File: src/rtl/pc_gen.sv
// rtl/pc_gen.sv - fetch-stage program-counter generator; optional counters under PC_GEN_PERF_EN
module pc_gen #(
  parameter int unsigned      WIDTH      = 32,
  parameter logic [WIDTH-1:0] RESET_PC   = 32'h0000_3000,
  parameter logic [WIDTH-1:0] EXC_PC     = 32'h0000_4180,
  parameter logic [WIDTH-1:0] IMEM_BASE  = 32'h0000_3000,
  parameter logic [WIDTH-1:0] IMEM_BYTES = 32'h0000_4000
) (
  input  logic             clk,
  input  logic             reset,
  input  logic             stall,
  input  logic [WIDTH-1:0] d_pc,
  input  logic [2:0]       br_type,
  input  logic [WIDTH-1:0] rs_val,
  input  logic [WIDTH-1:0] rt_val,
  input  logic [15:0]      imm16,
  input  logic [1:0]       j_type,
  input  logic [25:0]      j_index,
  input  logic [WIDTH-1:0] jr_data,
  input  logic             exc_req,
  input  logic             eret,
  input  logic [WIDTH-1:0] epc,
  output logic [WIDTH-1:0] pc,
  output logic [WIDTH-1:0] npc,
  output logic             br_taken,
  output logic             f_adel
`ifdef PC_GEN_PERF_EN
  ,
  output logic [31:0]      cnt_redirect,
  output logic [31:0]      cnt_stall,
  output logic [31:0]      cnt_exc
`endif
);

  localparam logic [WIDTH-1:0] FOUR   = WIDTH'(4);
  // Window bounds widened by one bit so BASE + BYTES cannot overflow.
  localparam logic [WIDTH:0]   WIN_LO = {1'b0, IMEM_BASE};
  localparam logic [WIDTH:0]   WIN_HI = {1'b0, IMEM_BASE} + {1'b0, IMEM_BYTES};

  logic [WIDTH-1:0] d_pc_plus4;
  logic [WIDTH-1:0] br_off;
  logic [WIDTH-1:0] br_target;
  logic [WIDTH-1:0] j_target;
  logic [WIDTH:0]   npc_ext;
  logic             rs_neg;
  logic             rs_zero;
  logic             br_cond;
  logic             hold;
  logic             adel_next;

  assign d_pc_plus4 = d_pc + FOUR;
  assign br_off     = {{(WIDTH-18){imm16[15]}}, imm16, 2'b00};
  assign br_target  = d_pc_plus4 + br_off;
  assign rs_neg     = rs_val[WIDTH-1];
  assign rs_zero    = (rs_val == '0);

  // Jump region comes from the delay-slot PC; a 28-bit core has no region bits.
  generate
    if (WIDTH > 28) begin : g_jseg
      assign j_target = {d_pc_plus4[WIDTH-1:28], j_index, 2'b00};
    end else begin : g_jnoseg
      assign j_target = {j_index, 2'b00};
    end
  endgenerate

  // Branch condition evaluation on forwarded operands (relational ones signed).
  always_comb begin
    br_cond = 1'b0;
    case (br_type)
      3'd1:    br_cond = (rs_val == rt_val);
      3'd2:    br_cond = (rs_val != rt_val);
      3'd3:    br_cond = rs_neg | rs_zero;
      3'd4:    br_cond = ~rs_neg & ~rs_zero;
      3'd5:    br_cond = rs_neg;
      3'd6:    br_cond = ~rs_neg;
      default: br_cond = 1'b0;
    endcase
  end

  // Next-PC priority mux: exception, eret, stall, jump, jr, branch, sequential.
  always_comb begin
    npc      = pc + FOUR;
    br_taken = 1'b0;
    if (exc_req) begin
      npc = EXC_PC;
    end else if (eret) begin
      npc = epc;
    end else if (stall) begin
      npc = pc;
    end else if (j_type == 2'd1) begin
      npc      = j_target;
      br_taken = 1'b1;
    end else if (j_type == 2'd2) begin
      npc      = jr_data;
      br_taken = 1'b1;
    end else if (br_cond) begin
      npc      = br_target;
      br_taken = 1'b1;
    end
  end

  assign hold      = stall & ~exc_req & ~eret;
  assign npc_ext   = {1'b0, npc};
  assign adel_next = (npc[1:0] != 2'b00) || (npc_ext < WIN_LO) || (npc_ext >= WIN_HI);

  // PC register and fetch-error flag; the flag holds with pc during a stall.
  always_ff @(posedge clk) begin
    if (reset) begin
      pc     <= RESET_PC;
      f_adel <= 1'b0;
    end else begin
      pc <= npc;
      if (!hold) begin
        f_adel <= adel_next;
      end
    end
  end

`ifdef PC_GEN_PERF_EN
  // Event counters, free-wrapping at 2^32.
  always_ff @(posedge clk) begin
    if (reset) begin
      cnt_redirect <= '0;
      cnt_stall    <= '0;
      cnt_exc      <= '0;
    end else begin
      if (br_taken) cnt_redirect <= cnt_redirect + 32'd1;
      if (hold)     cnt_stall    <= cnt_stall + 32'd1;
      if (exc_req)  cnt_exc      <= cnt_exc + 32'd1;
    end
  end
`endif

endmodule

File: config.mk
export PLATFORM = sky130hd
export DESIGN_NAME = pc_gen
export DESIGN_NICKNAME = d
export VERILOG_FILES = /design/src/rtl/pc_gen.sv
export SDC_FILE = /design/constraint.sdc
export NUM_CORES = 1
export LEC_CHECK = 0
export ABC_AREA = 0
export BUFFER_PORTS_ARGS = -buffer_cell sky130_fd_sc_hd__buf_2
export CAP_MARGIN = 5
export CORE_MARGIN = 4
export CORE_UTILIZATION = 35
export DETAILED_ROUTE_END_ITERATION = 16
export SYNTH_ARGS = -nofsm -noshare
export SYNTH_HDL_FRONTEND = slang
export SYNTH_SLANG_ARGS = --single-unit
File: constraint.sdc
create_clock -name clk -period 12.25 [get_ports clk]
set_input_delay 1.225 -clock clk [delete_from_list [all_inputs] [get_ports clk]]
set_output_delay 1.225 -clock clk [all_outputs]
set_load 0.01 [all_outputs]
==> flow_summary_export.csv <==
group,metric,value,unit
run_status,outcome,"completed",
synth,yosys.area_share.adder,0.0735,
die,die_y,136,µm
clocking,cts_setup_buffers,0,
grt,grt_pass1_vias,6856,
routing,wire_per_inst,19.1,µm
synth,synth_area,5720,µm²
worst_hold_path,min_to,"f_adel",
synth,synthXorXnorAreaFrac,0.173,
synth,yosysWarnings,0,
synth,yosysSeqAreaShare,0.115,
routing,drc,0,
die,fp.dieW,136,µm
clocking,ctsResizeCount,0,
routing,ant_nets,0,
placed_design,hpwl,20100,µm
worst_hold_path,min_from,"f_adel",
sta,worstMarginPinSlew,1.22,ns
setup_path,endpoint_kind,"output pin",
setup_path,crit_path_max_incr_delay,0.46,ns
synth,ys_ff_latch,33,
die,die_area,18500,µm²
setup_path,r2r-end,"f_adel",
die,floorplan.initialDensity,0.359,
synth,synthTopCellsByArea,"xnor2_1, dfxtp_1, ha_1",
synth,yosys.area_share.simple,0.294,
layout,fill_cells,1712,
layout,drive_gt1_frac,0.271,
die,row_count,46,
clocking,cts.sinks,33,
sta,fmax,160,MHz
grt,grt_start_max_net_pins,39,
pwr,leakage,3.30,nW
clocking,cts_tree,"yes",
die,coreArea,15900,µm²
synth,synth_edf_count,0,
setup_path,critPathSlowestCell,"o31ai_1",
clocking,ctsHoldBuffers,0,
clocking,cts-root-buf,"clkbuf_16",
grt,antenna_found_initial,0,
setup_path,rrSetupSlack,8.48,ns
sta,setup_viol,0,
setup_path,crit_chain,"buf_2 > ha_1 > nand2_1 > nor3_1 > nand2_1 > xnor2_1 > ha_1 > a21oi_1 > o21a_1 > o2111ai_1 > o31ai_1 > o211ai_1 > a31oi_1 > xnor2_1 > nand3_1 > a211o_1 > inv_1 > buf_2",
worst_hold_path,whs_path_depth,2,
synth,synth_top_family_by_area,"simple AND/OR/NAND/NOR gates",
clocking,htree_num_levels,2,
clocking,path_clk_slew,0.06,ns
synth,synth_compound_area_frac,0.280,
layout,nets,1338,
layout,final_cell_mix,"buf_2, nand2_1, xnor2_1, nor2_1, a21oi_1",
synth,synth_fp_nets,1086,
routing,wl,25000,µm
sta,setup_tns,0,ns
sta,skew,0.00537,ns
job,cap_violations,0,
layout,syn2layout_area_growth,29.6,%
setup_path,cp.required,11.02,ns
pwr,peakVddDrop,0.0517,mV
setup_path,critPathArrivalTime,5.03,ns
synth,async_reset_ff_frac,0,
synth,synth.area.mux_share,0.0195,
synth,syn_avg_cell_area,6.80,µm²
clocking,cts_buffer_depth,2,
grt,grt_overflow_total,0,
clocking,cts_inserted_buffers,5,
pwr,power_density,73.1,nW/µm²
setup_path,critPathTopFamily,"compound AO/OA/AOI/OAI gates",
setup_path,rr_worst_depth,12,
synth,synthDominantCellAreaShare,0.132,
synth,netlist-cell-type-count,59,
sta,drv_slew,0,
sta,slew-limit-headroom,0.184,
routing,via_per_inst,5.61,
synth,synthFlopType,"dfxtp_1",
sta,rsz0062_at_grt,"false",
die,io_pins,278,
routing,dr.first_iter.drc_count,500,
setup_path,crit_fanout,9,
layout,diodes,0,
grt,grt_pass1_wl,37200,µm
setup_path,timing.rr.start,"pc[2]",
grt,globalRouteTotalUtil,0.255,
synth,yosysTopAreaCell,"xnor2_1",
sta,final_hold_viol_count,0,
clocking,worstSkewPairLatency,0.29,ns
sta,period_needed,6.25,ns
pwr,p_total,0.000542,W
routing,first_pass_iters,5,
placed_design,gp_congestion,0.935,
setup_path,crit_type,"primary input to output pin",
layout,final_common_cell,"buf_2",
synth,syn-instance-count,841,
placed_design,numPortBuffers,277,
setup_path,critPathLaunch,"d_pc[2]",
setup_path,crit_buf_inv,3,
worst_hold_path,hold_class,"flop to flop",
routing,vias,7344,
sta,fin_crit_sh,0.511,
setup_path,cp-start-kind,"primary input",
## cell families (layout without fill, tap and decap cells)
kind of cell | after synthesis | count (layout)
compound gates | 239 | 239
xor+xnor | 113 | 113
fa+ha+maj | 33 | 33
buf+inv | 65 | 318
flops | 33 | 33
mux | 11 | 11
simple gates | 347 | 347
## per-layer routing
metal  wire length [µm]  vias to the layer above  share of wire  GRT usage
met2              11700                      359           0.47      0.441
li1                   -                     3635              -          -
met4                474                        0          0.019     0.0594
met3               2250                       29          0.090     0.0318
met1              10500                     3321           0.42      0.340
met5                  0                        -              0          0
## per-stage QoR
step | std cells | hold slack, ns | worst slack [ns] | utilization | area (µm²)
after detailed placement | 1302 | 0.599 | 5.95 | 0.456 | 7280
after floorplan | 841 | 0.617 | 6.58 | - | 5720
after global routing | 1310 | 0.626 | 5.62 | 0.465 | 7420
final | 1310 | 0.604 | 6.00 | 0.465 | 7420
after CTS | 1310 | 0.609 | 5.96 | 0.465 | 7420
after global placement | 1302 | 0.592 | 6.02 | 0.456 | 7280
## worst register-to-register path: stages (launching register included)
cell,delay [ns]
dfxtp_1,0.40
ha_1,0.23
nand4_1,0.13
nor2_1,0.30
nand2_1,0.22
nor4_1,0.36
xor2_1,0.16
a31oi_1,0.18
o21ai_0,0.26
or4_1,0.56
or4b_1,0.49
nor4_1,0.23
a211oi_1,0.11
## how the worst max path moves through the flow
stage / to / slack (ns) / depth (start not counted)
finish: npc[29] / 6.00 / 18
global route: npc[29] / 5.62 / 18
CTS: npc[31] / 5.96 / 19
detailed placement: npc[31] / 5.95 / 19
global placement: npc[31] / 6.02 / 19
floorplan: npc[31] / 6.58 / 17
## where the power goes
group,switching [W],internal [W]
Sequential,0.0000106,0.000114
Combinational,0.000168,0.000121
Clock,0.0000547,0.0000747
## cell usage after synthesis (5+ instances only)
| library cell | n |
|---|---|
| xnor2_1 | 86 |
| a211o_1 | 7 |
| nor2b_1 | 19 |
| clkbuf_1 | 33 |
| mux2i_1 | 10 |
| nand4_1 | 29 |
| o221ai_1 | 6 |
| inv_1 | 24 |
| a221oi_1 | 5 |
| ha_1 | 32 |
| o21a_1 | 6 |
| dfxtp_1 | 33 |
| a21o_1 | 10 |
| nand3_1 | 34 |
| a221o_1 | 8 |
| a211oi_1 | 22 |
| and3_1 | 17 |
| nand2_1 | 96 |
| o211ai_1 | 18 |
| a21oi_1 | 49 |
| a31oi_1 | 15 |
| o22ai_1 | 13 |
| o31ai_1 | 7 |
| nor2_1 | 79 |
| and2_1 | 9 |
| nor4_1 | 20 |
| o21ai_0 | 42 |
| xor2_1 | 27 |
| nor3_1 | 27 |
## state kept, by name (all words and copies together) (netlist names)
signal	flops
pc	32
f_adel	1
## cell type report
cell class,count,area [µm²],share of cell area
Clock buffer,5,125,0.0169
Clock inverter,3,17.5,0.00236
Inverter,26,97.6,0.0132
Multi-Input combinational cell,743,4810,0.648
Sequential cell,33,661,0.0891
Tap cell,216,270,0.0364
Timing Repair Buffer,284,1440,0.194
No activity file was read; power rests on OpenSTA's default activity.
